File: src/rtl/segway_pkg.sv
// Shared types and A2D channel codes for the Segway control blocks.
package segway_pkg;

    typedef enum logic [1:0] {IDLE, CMD, GAP, READ} sched_state_t;

    localparam logic [2:0] CH_LFT  = 3'd0;
    localparam logic [2:0] CH_RGHT = 3'd4;
    localparam logic [2:0] CH_BATT = 3'd5;

    // Maps the rotation pointer to its A2D channel; the unused code falls back to left.
    function automatic logic [2:0] chnl_of(input logic [1:0] ptr);
        case (ptr)
            2'd1:    return CH_RGHT;
            2'd2:    return CH_BATT;
            default: return CH_LFT;
        endcase
    endfunction

endpackage

File: src/rtl/settle_tmr.sv
// Saturating settle timer with synchronous clear; flags when the terminal count is reached.
module settle_tmr #(
    parameter logic [25:0] TMR_FULL = 26'd65_000_000
) (
    input  logic clk,
    input  logic rst_n,
    input  logic clr_tmr,
    output logic tmr_full
);

    logic [25:0] count;

    always_ff @(posedge clk or negedge rst_n) begin
        if (!rst_n)
            count <= '0;
        else if (clr_tmr)
            count <= '0;
        else if (count < TMR_FULL)
            count <= count + 26'd1;
    end

    assign tmr_full = (count == TMR_FULL);

endmodule

File: src/rtl/load_cell_a2d_sched.sv
// Round-robin A2D scheduler for the load cells and battery, plus the rider-weight
// and load-balance comparators and settle timer that feed steer_en_SM.
module load_cell_a2d_sched #(
    parameter logic [11:0] MIN_RIDER_WEIGHT = 12'h200,
    parameter logic [11:0] HYSTERESIS       = 12'h040,
    parameter logic [25:0] TMR_FULL         = 26'd65_000_000
) (
    input  logic        clk,
    input  logic        rst_n,
    input  logic        nxt,
    output logic        spi_wrt,
    output logic [15:0] spi_cmd,
    input  logic        spi_done,
    input  logic [15:0] spi_rd,
    output logic [11:0] lft_ld,
    output logic [11:0] rght_ld,
    output logic [11:0] batt,
    output logic        cnv_cmplt,
    input  logic        clr_tmr,
    output logic        tmr_full,
    output logic        sum_gt_min,
    output logic        sum_lt_min,
    output logic        diff_gt_eigth,
    output logic        diff_gt_15_16
);

    import segway_pkg::*;

    localparam logic [12:0] THR_HI = {1'b0, MIN_RIDER_WEIGHT} + {1'b0, HYSTERESIS};
    // Clamp the lower threshold at zero so a wide band cannot wrap around.
    localparam logic [12:0] THR_LO = (MIN_RIDER_WEIGHT > HYSTERESIS) ?
                                     ({1'b0, MIN_RIDER_WEIGHT} - {1'b0, HYSTERESIS}) : 13'd0;

    sched_state_t state;
    logic [1:0]   ptr;
    logic [12:0]  sum;
    logic [11:0]  diff;
    logic         unused_rd;

    assign unused_rd = ^spi_rd[15:12];

    // Two SPI transactions per conversion: the first selects the channel, the second returns its data.
    always_ff @(posedge clk or negedge rst_n) begin
        if (!rst_n) begin
            state     <= IDLE;
            ptr       <= 2'd0;
            spi_wrt   <= 1'b0;
            spi_cmd   <= 16'h0000;
            lft_ld    <= 12'h000;
            rght_ld   <= 12'h000;
            batt      <= 12'h000;
            cnv_cmplt <= 1'b0;
        end else begin
            spi_wrt   <= 1'b0;
            cnv_cmplt <= 1'b0;
            case (state)
                IDLE: if (nxt) begin
                    spi_wrt <= 1'b1;
                    spi_cmd <= {2'b00, chnl_of(ptr), 11'h000};
                    state   <= CMD;
                end
                CMD: if (spi_done) state <= GAP;
                GAP: begin
                    spi_wrt <= 1'b1;
                    state   <= READ;
                end
                READ: if (spi_done) begin
                    case (ptr)
                        2'd1:    rght_ld <= spi_rd[11:0];
                        2'd2:    batt    <= spi_rd[11:0];
                        default: lft_ld  <= spi_rd[11:0];
                    endcase
                    cnv_cmplt <= 1'b1;
                    ptr       <= (ptr == 2'd2) ? 2'd0 : ptr + 2'd1;
                    state     <= IDLE;
                end
                default: state <= IDLE;
            endcase
        end
    end

    assign sum  = {1'b0, lft_ld} + {1'b0, rght_ld};
    assign diff = (lft_ld >= rght_ld) ? (lft_ld - rght_ld) : (rght_ld - lft_ld);

    // Sum of zero at reset means no rider, hence sum_lt_min resets high.
    always_ff @(posedge clk or negedge rst_n) begin
        if (!rst_n) begin
            sum_gt_min    <= 1'b0;
            sum_lt_min    <= 1'b1;
            diff_gt_eigth <= 1'b0;
            diff_gt_15_16 <= 1'b0;
        end else begin
            sum_gt_min    <= (sum > THR_HI);
            sum_lt_min    <= (sum < THR_LO);
            diff_gt_eigth <= ({1'b0, diff} > (sum >> 3));
            diff_gt_15_16 <= ({1'b0, diff} > (sum - (sum >> 4)));
        end
    end

    settle_tmr #(.TMR_FULL(TMR_FULL)) u_settle_tmr (
        .clk      (clk),
        .rst_n    (rst_n),
        .clr_tmr  (clr_tmr),
        .tmr_full (tmr_full)
    );

endmodule

File: config.mk
export PLATFORM = sky130hd
export DESIGN_NAME = load_cell_a2d_sched
export DESIGN_NICKNAME = d
export VERILOG_FILES = /design/src/rtl/segway_pkg.sv /design/src/rtl/settle_tmr.sv /design/src/rtl/load_cell_a2d_sched.sv
export SDC_FILE = /design/constraint.sdc
export NUM_CORES = 1
export LEC_CHECK = 0
export CORE_MARGIN = 1
export CORE_UTILIZATION = 70
export DETAILED_ROUTE_END_ITERATION = 10
export DONT_BUFFER_PORTS = 1
export PLACE_DENSITY_LB_ADDON = 0.3
export SLEW_MARGIN = 20
export SYNTH_ARGS = -nofsm -noshare
export SYNTH_HDL_FRONTEND = slang
export SYNTH_SLANG_ARGS = --single-unit
File: constraint.sdc
create_clock -name clk -period 8.3 [get_ports clk]
set_input_delay 1.245 -clock clk [delete_from_list [all_inputs] [get_ports clk]]
set_output_delay 1.245 -clock clk [all_outputs]
set_load 0.01 [all_outputs]
# Word level (Yosys, flattened, before mapping)
# Index checks and enable logic that the tools add are counted.
# word_totals
output_inout_bits	59
elab_cells	57
register_bits	75
latchBits	0
n_memories	0
input_bits	21
romBits	0
ram_bits	0
# op_classes
n_mul	0
div	0
shift	0
n_eq_ne	9
mux	13
add_sub_neg	6
order_cmp	6
bitwise	1
reduce_logical	9
# op_table
op	n
26-bit two-way mux	2
26-bit by 1-bit adder with 26-bit output, second input constant	1
26-bit == test, second input constant	1
26-bit < comparator, second input constant	1
12-bit subtractor	2
12-bit by 12-bit adder with 13-bit output	1
12-bit by 13-bit greater-than comparator with 1-bit output	1
13-bit by 10-bit greater-than comparator with 1-bit output, second input constant	1
13-bit by 9-bit < comparator with 1-bit output, second input constant	1
13-bit by 9-bit subtractor with 13-bit output	1
12-bit greater-or-equal comparator	1
12-bit by 10-bit greater-than comparator with 1-bit output	1
12-bit two-way mux	1
3-bit AND reduction	4
2-bit two-way mux	4
2-bit case mux with 4 select lines	1
2-bit == test, second input constant	3
2-bit inequality test, second input constant	3
3-bit case mux with 2 select lines	1
2-bit by 1-bit == test with 1-bit output, second input constant	2
2-bit AND reduction	2
1-bit two-way mux	3
2-bit by 1-bit adder with 2-bit output, second input constant	1
2-bit logical NOT	1
4 further kinds	4

# Logic depth before layout (Yosys ltp)
# logic_depth
word_depth	4
depth_mapped	25
mapped_depth_nobuf	25

# By module
# Synthesis repeated with hierarchy kept, for this count alone.
# hier_totals
hier_cells	707
hier_area_um2	6542.5
# by_module_without_submodules
mod	area_each_um2	cells_per_inst	instances	seq_area_each_um2
load_cell_a2d_sched	4859.7	533	1	1202.4
settle_tmr	1682.9	174	1	650.6

# Worst setup path after synthesis
# No wires, ideal clock.
# synth_path
path_type	register -> register
start	register lft_ld[1]
end	register diff_gt_15_16
n_path_buf	0
setup_ns	0.130
period_less_slack_ns	5.258
path_stages_with_launch	23
required_time_ns	8.170
slack_ns	3.042
t_arrival_ns	5.127
cell_sequence	dfrtp_1 inv_1 fa_1 or3_1 a311oi_2 nor2_1 o311a_1 o21ba_2 o21bai_1 inv_1 ha_1 nor2_1 nand2_1 a2111o_1 o211ai_1 ha_1 nand3_1 or2_2 o31ai_1 nor2_1 nand4_1 o311a_1 o211ai_1
# synth_via
elab_chain_cells	3
word_cells_on_any_way	7
cone_classes	add/sub: 4; order compare: 2; mux: 1
# synth_rtl
element	line	rtl
start: declaration	load_cell_a2d_sched.sv:15	output logic [11:0] lft_ld,
start signal: assignment	load_cell_a2d_sched.sv:71	default: lft_ld <= spi_rd[11:0];
12-bit by 12-bit adder with 13-bit output (tied with other cells)	load_cell_a2d_sched.sv:82	assign sum = {1'b0, lft_ld} + {1'b0, rght_ld};
13-bit by 9-bit subtractor with 13-bit output or 12-bit two-way mux (tied branches)	load_cell_a2d_sched.sv:96, load_cell_a2d_sched.sv:83	
12-bit by 13-bit greater-than comparator with 1-bit output (*)	load_cell_a2d_sched.sv:96	diff_gt_15_16 <= ({1'b0, diff} > (sum - (sum >> 4)));
end signal: assignment	load_cell_a2d_sched.sv:96	
end: declaration	load_cell_a2d_sched.sv:24	output logic diff_gt_15_16
# Every way passes the cells marked *; elsewhere a longest branch is shown, timed or not.
# A chain may end at the register's enable or synchronous reset.

# Worst setup path after layout
# Ends and elaborated chain as after synthesis.

==> impl_metrics.yaml <==
sta:
  rsz0062_at_grt: "no"
  drv_slew: 0
  post-route-min-period_ps: 6239
  tightest_slew_ps: 684.7
  fin_crit_sh: 0.7517
  slew_headroom: 0.5396
  final_hold_viol_count: 0
  finalClockSkew_ps: 10.50
  finalSetupViolCount: 0
  tns_ps: 0
  fmax_mhz: 160.3
setup_path:
  cp-end-kind: "flip-flop"
  required_ps: 8520
  worstSetupStartpointType: "flip-flop"
  cp_max_fo: 6
  crit_type: "reg -> reg"
  cp.arrival_ps: 6460
cells_and_area:
  fillers: 627
  mostFrequentLayoutCells: "74 x ha_1, 73 x dfrtp_1, 65 x inv_1, 52 x nor2_1, 42 x a21oi_1"
  layout_commonest_cell: "ha_1"
  drive_gt1_frac: 0.1204
  regArea_mm2: 0.001853
  n_antenna_cell: 0
  finalNetCount: 775
  fin_util: 0.7499
  multi_input_area_mm2: 0.004074
  synthToLayoutAreaGrowth_pct: 3.672
  fin_area_mm2: 0.006571
placement:
  dp_hpwl_mm: 10.32
  io_buffer_count: 0
  gp_congestion: 0.8976
  dpl_cell_area_mm2: 0.006306
route:
  viasPerCell: 6.323
  wl_mm: 13.90
  drtPass1Iterations: 5
  routedWlPerCell_um: 17.62
  via_count: 4989
  post-route-drc-count: 0
  drt_iter0_markers: 310
  drtAntennaViolNets: 0
clock_tree:
  clk_path_buf_depth: 2
  cts_root_buffer: "clkbuf_8"
  cts_setup_buffers: 0
  cts.clk_slew.worst_paths_ps: 80
  cts_buffers: 9
  hold_buffers: 0
  htreeDepth: 3
  clk_latency_ps: 350
  tritoncts: "done"
  cts.sinks: 74
  cts_resized: 0
grt:
  use_met3: 0.05468
  grt_overflow: 0
  antenna_found_initial: 0
  grt.total_usage: 0.3056
  busiest_layer: "met2"
  grt_pass1_vias: 4952
  grt_max_degree: 75
  grt_use_met2: 0.5195
  grt_first_pass_wirelength_mm: 23.50
  use_met1: 0.3945
floorplan:
  dieArea_mm2: 0.009440
  core.rowCount: 34
  core-area_mm2: 0.008763
  die_w_um: 97.16
  die_h_um: 97.16
  pin_count: 80
  start_util: 0.7233
hold_path:
  min_path_type: "reg -> reg"
synthesis:
  synth_top_area_frac: 0.2882
  ys_async_sr_fraction: 1.000
  postSynthAreaPerCell_um2: 9.213
  yosysSeqAreaShare: 0.2923
  synthCells: 688
  ys.flop_type: "dfrtp_1"
  synth-edff-count: 0
  yosys-top-cells-area: "dfrtp_1 29%, ha_1 15%, mux2_2 7.1%, inv_1 3.8%, a21oi_1 3.3%"
  synth.distinct_cells: 74
  ys_ff_latch: 74
  synth_warnings: 0
  synth_top_area_cell: "dfrtp_1"
  synthesis.area_mm2: 0.006339
run_status:
  status: "completed"
flow_run:
  max-cap-violations: 0
-- worst max-delay path, stage by stage, from the launching register on --
cell      delay, ps
dfrtp_1         520
inv_1           170
fa_1            510
or3_1           420
a311oi_2        370
nor2_1          140
o311a_1         350
o21ba_2         210
o21bai_1        420
inv_1           170
ha_1            270
nor2_1          250
nand2_1         130
a2111o_1        420
o211ai_1        120
ha_1            180
nand3_1         100
or2_2           320
o31ai_1         610
nor2_1           80
nand4_1         110
o311a_1         160
o211ai_1         90
-- path summary, 6_finish.rpt --
path	start	to	slack, ps	depth (start not counted)
worst max-delay path	lft_ld[1]	diff_gt_15_16	2060	22
worst min-delay path	u_settle_tmr.count[25]	u_settle_tmr.count[25]	510	2
worst max register to register	lft_ld[1]	diff_gt_15_16	2060	22
worst min register to register	u_settle_tmr.count[25]	u_settle_tmr.count[25]	510	2
max in group asynchronous	rst_n	sum_lt_min	7550	0
min in group asynchronous	rst_n	sum_gt_min	580	0
-- sequential cells by signal, summed over array words and instances (netlist names) --
name	flops
rght_ld	12
sum_lt_min	1
u_settle_tmr.count	26
cnv_cmplt	1
batt	12
ptr	2
diff_gt_15_16	1
state	2
lft_ld	12
spi_cmd	2
spi_wrt	1
diff_gt_eigth	1
sum_gt_min	1
-- Yosys cell counts, types with 7 or more instances --
cell and n:
xnor2_1 22, nand3_1 15, clkbuf_1 10, a21oi_1 42
mux2i_1 7, buf_4 16, inv_1 65, o21ai_0 27
nand4_1 18, nand2b_1 10, or3_1 15, ha_1 74
nand2_1 31, dfrtp_1 73, xor2_1 17, mux2_2 40
nor2b_1 7, a21o_1 17, nor3_1 9, nor2_1 52
-- area by class of cell --
class,instances,area share
clock buffer,10,0.01942
clock inverter,6,0.02094
inverter,65,0.03713
multi-input combinational,526,0.6200
sequential,74,0.2820
tap,108,0.02056
-- routing by layer --
metal / part of all wire / vias to the layer above
met1: 0.44 / 2422
met5: 0 / -
met4: 0.019 / 0
met2: 0.49 / 161
li1: - / 2383
met3: 0.049 / 23
-- kinds of logic after synthesis --
kind of cell / after synthesis / synth area share
AOI/OAI and AO/OA: 151 / 0.1656
xor gates and xnor gates: 43 / 0.06415
adders and majority gates: 78 / 0.1587
and+or+nand+nor: 193 / 0.1638
DFF: 74 / 0.2923
other: 1 / 0.0005916
muxes: 47 / 0.08212
buffers and inverters: 101 / 0.07264
-- per-stage QoR --
stage | std cells | worst slack, ps | hold slack [ps]
after floorplan | 701 | 3042 | 455.6
after detailed placement | 773 | 2211 | 499.7
final | 789 | 2061 | 514.9
after CTS | 789 | 2162 | 518.0
after global placement | 773 | 2348 | 477.8
after global routing | 789 | 1750 | 557.6
Power is left out: the tool's default activity adds up to more than one toggle a clock period on the data nets, which glitch-free logic cannot reach.
